--- src/rtl/reg_bank_dumper.sv ---
// Walks the register bank through its debug read port and streams every word
// as four little-endian bytes over a valid/ready byte interface.
module reg_bank_dumper #(
    parameter int BANK_SIZE   = 32,
    parameter int ADDR_LENGTH = 5,
    parameter int DATA_LENGTH = 32
) (
    input  logic                   i_clk,
    input  logic                   i_rst,
    input  logic                   i_start,
    output logic [ADDR_LENGTH-1:0] o_rdAddr,
    input  logic [DATA_LENGTH-1:0] i_rdData,
    output logic [7:0]             o_tx_data,
    output logic                   o_tx_valid,
    input  logic                   i_tx_ready,
    output logic                   o_busy,
    output logic                   o_done
);

    typedef enum logic [2:0] {
        IDLE,
        SETUP,
        LOAD,
        SEND,
        DONE
    } state_t;

    localparam logic [ADDR_LENGTH-1:0] LAST_ADDR = ADDR_LENGTH'(BANK_SIZE - 1);

    state_t                 state_q, state_d;
    logic [ADDR_LENGTH-1:0] addr_q,  addr_d;
    logic [DATA_LENGTH-1:0] word_q,  word_d;
    logic [1:0]             idx_q,   idx_d;
    logic                   xfer;

    assign xfer = (state_q == SEND) && i_tx_ready;

    always_ff @(posedge i_clk or posedge i_rst) begin
        if (i_rst) begin
            state_q <= IDLE;
            addr_q  <= '0;
            word_q  <= '0;
            idx_q   <= '0;
        end else begin
            state_q <= state_d;
            addr_q  <= addr_d;
            word_q  <= word_d;
            idx_q   <= idx_d;
        end
    end

    always_comb begin
        state_d = state_q;
        addr_d  = addr_q;
        word_d  = word_q;
        idx_d   = idx_q;
        unique case (state_q)
            IDLE: begin
                addr_d = '0;
                idx_d  = '0;
                if (i_start) state_d = SETUP;
            end
            // Address held a full cycle so a registered bank read also settles.
            SETUP: state_d = LOAD;
            LOAD: begin
                word_d  = i_rdData;
                idx_d   = '0;
                state_d = SEND;
            end
            SEND: begin
                if (xfer) begin
                    if (idx_q != 2'd3) begin
                        idx_d = idx_q + 2'd1;
                    end else if (addr_q != LAST_ADDR) begin
                        addr_d  = addr_q + ADDR_LENGTH'(1);
                        state_d = SETUP;
                    end else begin
                        state_d = DONE;
                    end
                end
            end
            DONE: begin
                addr_d  = '0;
                state_d = IDLE;
            end
            default: state_d = IDLE;
        endcase
    end

    // Outputs decode registered state only; i_tx_ready never reaches o_tx_valid.
    assign o_rdAddr   = addr_q;
    assign o_tx_valid = (state_q == SEND);
    assign o_tx_data  = (state_q == SEND) ? word_q[{idx_q, 3'b000} +: 8] : 8'h00;
    assign o_busy     = (state_q != IDLE);
    assign o_done     = (state_q == DONE);

endmodule

--- config.mk ---
export PLATFORM = sky130hd
export DESIGN_NAME = reg_bank_dumper
export DESIGN_NICKNAME = d
export VERILOG_FILES = /design/src/rtl/reg_bank_dumper.sv
export SDC_FILE = /design/constraint.sdc
export NUM_CORES = 1
export LEC_CHECK = 0
export BUFFER_PORTS_ARGS = -buffer_cell sky130_fd_sc_hd__buf_2
export CAP_MARGIN = 15
export CORE_MARGIN = 8
export CORE_UTILIZATION = 35
export DETAILED_ROUTE_END_ITERATION = 10
export GPL_TIMING_DRIVEN = 0
export PLACE_DENSITY_LB_ADDON = 0.1
export RECOVER_POWER = 100
export SETUP_SLACK_MARGIN = 0.2
export SYNTH_ARGS = -nofsm -noshare
export SYNTH_HDL_FRONTEND = slang
export SYNTH_SLANG_ARGS = --single-unit
--- constraint.sdc ---
create_clock -name i_clk -period 3.4 [get_ports i_clk]
set_input_delay 0.51 -clock i_clk [delete_from_list [all_inputs] [get_ports i_clk]]
set_output_delay 0.51 -clock i_clk [all_outputs]
set_load 0.01 [all_outputs]
## Word level (Yosys, flattened, before mapping)

Cells that the tools add are included.

| storage, ports and cells | value |
|---|---|
| bits in registers | 42 |
| bits of input ports | 36 |
| output and inout port bits | 16 |
| word-level logic and storage cells | 41 |

| cells by class | value |
|---|---|
| add/sub/neg operators | 2 |
| equal/unequal tests | 11 |
| shifts and indexed selects | 1 |
| mux-type cells | 13 |
| reduce and logical (&&, ||, !) cells | 10 |

Operators by type and width:

| kind | number |
|---|---|
| $shiftx 32x6->8 | 1 |
| $mux 5 | 3 |
| $mux 3 | 4 |
| $pmux 3 s4 | 1 |
| $pmux 5 s2 | 1 |
| $mux 8 | 1 |
| $eq 3x2->1 const B | 2 |
| $ne 2x1->1 const B | 3 |
| $ne 2x2->1 const B | 3 |
| $reduce_and 3->1 | 2 |
| $add 5x1->5 const B | 1 |
| $ne 5x5->1 const B | 1 |
| $mux 2 | 2 |
| $pmux 2 s2 | 1 |
| $reduce_and 4->1 | 1 |
| $reduce_bool 2->1 | 2 |
| $reduce_or 2->1 | 2 |
| $eq 3x1->1 const B | 1 |
| $eq 3x3->1 const B | 1 |
| $logic_not 3->1 | 1 |
| $reduce_bool 3->1 | 1 |
| $add 2x1->2 const B | 1 |
| $logic_and 1x1->1 | 1 |

## Logic depth before layout (Yosys ltp)

| depth | value |
|---|---|
| depth after elaboration | 5 |
| mapped depth | 6 |
| depth with buffers taken out | 6 |

## Worst setup path after synthesis

OpenSTA, ideal clock, no wires.

| timing path | value |
|---|---|
| path type | reg2reg |
| from | reg addr_q[0], in the netlist o_rdAddr[0] |
| to | reg addr_q[3], in the netlist o_rdAddr[3] |
| arrival time | 1.967 ns |
| required time | 3.323 ns |
| setup slack | 1.356 ns |
| stages on the path, launching flop included | 7 |
| buffers on the path | 0 |
| path through | dfrtp_1 > ha_1 > and3_1 > ha_1 > or3b_4 > or4_1 > a21oi_1 |

| on the way | value |
|---|---|
| word-level cells in the longest chain between the ends | 5 |

RTL lines:

| item | line | text |
|---|---|---|
| from (decl) | 31 | `logic [ADDR_LENGTH-1:0] addr_q, addr_d;` |
| from (signal assigned) | 46 | `addr_q <= addr_d;` |
| $add 5x1->5 | 75 | `addr_d = addr_q + ADDR_LENGTH'(1);` |
| $mux 5 | 74 | `end else if (addr_q != LAST_ADDR) begin` |
| $mux 5 | 72 | `if (idx_q != 2'd3) begin` |
| $mux 5 | 71 | `if (xfer) begin` |
| $pmux 5 s2 | 57 | `unique case (state_q)` |

Parallel ways exist; a longest one is shown, timed or not. The select of a mux whose other input is x is not followed.
A chain may end at the register's enable or synchronous reset.

## Worst setup path in the final report

| timing path | value |
|---|---|
| from | reg state_q[2] |
| to | out o_tx_data[5] |

| on the way | value |
|---|---|
| word-level cells in the longest chain between the ends | 2 |

RTL lines:

| item | line | text |
|---|---|---|
| from (decl) | 30 | `state_t state_q, state_d;` |
| from (signal assigned) | 45 | `state_q <= state_d;` |
| $eq 3x2->1 | 93 | `assign o_tx_data = (state_q == SEND) ? word_q[{idx_q, 3'b000} +: 8] : 8'h00;` |
| $mux 8 | 93 |  |
| to (decl) | 13 | `output logic [7:0] o_tx_data,` |

Every way passes these cells.

==> impl_metrics.csv <==
group,metric,value,unit
run_status,status,"finished with violations",
run_status,violations,"capacitance limit, slew limit",
route,route.met2.wl,2159,µm
logic_synthesis,seq_area_frac_synth,0.5306,
logic_synthesis,synth_top_cell_by_area,"dfrtp_1",
critical_path,cp_cell_sequence,"clkbuf_1 -> nand3b_1 -> nor2b_1 -> clkbuf_1",
power_and_ir_drop,ir_drop,0.3630,mV
clock_tree,htreeDepth,2,
clock_tree,insertion_delay,0.29,ns
finish,syn_to_final_growth,19.58,%
route,routed.top_layer,"met4",
floorplanning,num_io_pins,52,
finish,multi_input_area,865.8,µm²
finish,finish.utilization,0.4328,
finish,final_layout_size_suffix_gt1_frac,0.4208,
floorplanning,die_x,91.23,µm
job,drv_cap,1,
grt,grt_pass1_vias,1544,
sta,finalSetupViolCount,0,
logic_synthesis,synth_top_area_share,0.5306,
floorplanning,dieArea,8322,µm²
sta,rsz0062_at_grt,"no",
place,routabilityCongestion,0.7697,
logic_synthesis,async_flop_share,1.000,
finish,fillers,519,
sta,fin_crit_sh,0.6913,
critical_path,crit_path_top_delay_cell,"nand3b_1",
critical_path,setup.worst_path.end_class,"output port",
floorplanning,die_h,91.23,µm
logic_synthesis,synth_most_common_cell,"dfrtp_1",
grt,overflow,0,
clock_tree,post_cts_resized,0,
sta,hold_violations,0,
sta,tightest_slew,1.582,ns
finish,nets,241,
clock_tree,cts_tree,"yes",
clock_tree,cts-root-buf,"clkbuf_8",
sta,tns,0,ns
critical_path,crit_path_start_kind,"register",
critical_path,cp.arrival,1.84,ns
sta,clock_skew,0.006901,ns
critical_path,required,2.89,ns
grt,grt_max_degree,43,
route,vias,1347,
route,dr.pass1.iters,3,
clock_tree,clock_path_buffers,2,
route,wl_per_cell,16.68,µm
grt,grt_pass1_wl,7707,µm
clock_tree,clkTransAtPathRegs,0.08,ns
route,wl,4569,µm
clock_tree,cts_buffers,5,
route,drc,0,
logic_synthesis,ys_types,28,
logic_synthesis,syn_area,1981,µm²
sta,fmax,425.5,MHz
logic_synthesis,ys_top_cells_by_area,"dfrtp_1 (53%), mux2_2 (19%), mux4_2 (9.1%), nor2b_1 (2.5%), ha_1 (1.9%)",
route,final_antenna_net_count,0,
critical_path,worstPathBufferInverterCount,2,
place,numPortBuffers,51,
critical_path,crit_top_cell,"clkbuf_1",
clock_tree,cts_sinks,42,
route,drt_iter0_drc,63,
clock_tree,postCtsSetupRepairBufs,0,
floorplanning,core_area,5473,µm²
worst_hold_path,holdCritPathClass,"in2reg",
place,hpwl,3355,µm
route,vias_per_cell,4.916,
finish,n_antenna_cell,0,
sta,layout_min_cycle_time,2.350,ns
logic_synthesis,syn_avg_cell_area,13.75,µm²
logic_synthesis,synth_edf_count,0,
clock_tree,ctsHoldBuffers,0,
sta,drv_slew,43,
logic_synthesis,synthFlopType,"dfrtp_1",
logic_synthesis,ys_warn_count,0,
power_and_ir_drop,leakagePower,1.041,nW
logic_synthesis,syn_nets,183,
logic_synthesis,synthTopCellsByCount,"dfrtp_1 (42), mux2_2 (33), mux4_2 (8), nor2b_1 (8)",
finish,seq_area,1051,µm²
power_and_ir_drop,power.density,873.9,nW/µm²
floorplanning,rows,27,
critical_path,path_class,"reg2out",
critical_path,cpPeakStageDelay,0.51,ns
logic_synthesis,synth_seq_cells,42,
logic_synthesis,synthCells,144,
floorplanning,start_util,0.3619,
sta,slew_headroom,-0.05572,
critical_path,crit_family,"simple AND/OR/NAND/NOR gates",
route,wl_met1,2067,µm
grt,antenna_found_initial,0,
route,wl_met3,290,µm
critical_path,critPathMaxFanout,10,
grt,grt_use_total,0.1165,
## layer usage
metal / vias up / global-route usage
li1: 635 / -
met1: 672 / 0.1355
met2: 35 / 0.1917
met3: 5 / 0.04938
met4: 0 / 0.03274
met5: - / 0
## final timing paths
kind,slack (ns),cells after the start,from,endpoint
worst min-delay path,0.45,2,i_rdData[11],word_q[11]
min in group asynchronous,0.70,2,i_rst,word_q[11]
worst min register to register,0.51,1,word_q[14],word_q[14]
max in group asynchronous,1.78,2,i_rst,word_q[26]
worst max-delay path,1.05,4,state_q[2],o_tx_data[5]
worst max register to register,1.12,4,state_q[1],word_q[17]
## power breakdown
part           internal (W)  switching, W  total (W)
clock              0.000142      0.000162   0.000304
combinational      0.000502      0.000405   0.000907
sequential         0.000732      0.000127   0.000860
total               0.00138      0.000694    0.00207
## state kept, by name, indices dropped and copies added (netlist names)
signal	count
idx_q	2
o_rdAddr	5
state_q	3
word_q	32
## through the flow
stage | area (µm²) | cells | setup slack (ns) | power [W] | hold slack, ns
3_5_place_dp | 2326 | 267 | 1.294 | 0.001836 | 0.4936
2_1_floorplan | 1981 | 144 | 1.356 | 0.001531 | 0.4752
3_3_place_gp | 2326 | 267 | 1.319 | 0.001794 | 0.4853
5_1_grt | 2369 | 274 | 0.8348 | 0.002241 | 0.4349
4_1_cts | 2402 | 274 | 1.016 | 0.002142 | 0.4397
6_report | 2369 | 274 | 1.050 | 0.002070 | 0.4470
## cells by family after synthesis
| family | count (synthesis) | synth area share |
|---|---|---|
| adder cells (fa/ha/maj) | 3 | 0.01895 |
| multiplexers | 42 | 0.2836 |
| AO/OA/AOI/OAI | 15 | 0.04422 |
| flip-flops | 42 | 0.5306 |
| buffers and inverters | 12 | 0.02843 |
| AND/OR/NAND/NOR | 30 | 0.09413 |
## layout make-up
cell class | instances | area share
inverters | 4 | 0.006339
well taps | 72 | 0.03803
plain buffers | 8 | 0.01426
multi-input cells | 90 | 0.3656
clock buffers | 7 | 0.03222
repair buffers | 51 | 0.09984
flip-flops and latches | 42 | 0.4437
## layout by cell type, fill, tap and decap left out
cell type	instances
or4_1	1
nor2_1	3
inv_1	4
o32ai_1	1
mux2i_1	1
or3_1	2
mux4_2	8
nor2b_1	8
or3b_1	1
nor3b_1	2
and2_0	1
a21oi_1	6
ha_1	3
clkbuf_1	22
a211oi_1	1
nand3_1	6
nand3b_1	2
o21ai_0	5
mux2_2	33
clkbuf_8	5
nand2_1	1
a22o_1	1
o31ai_1	1
dfrtp_1	42
buf_2	39
nand2b_1	1
and3_1	2
(Power assumes the default switching activity.)
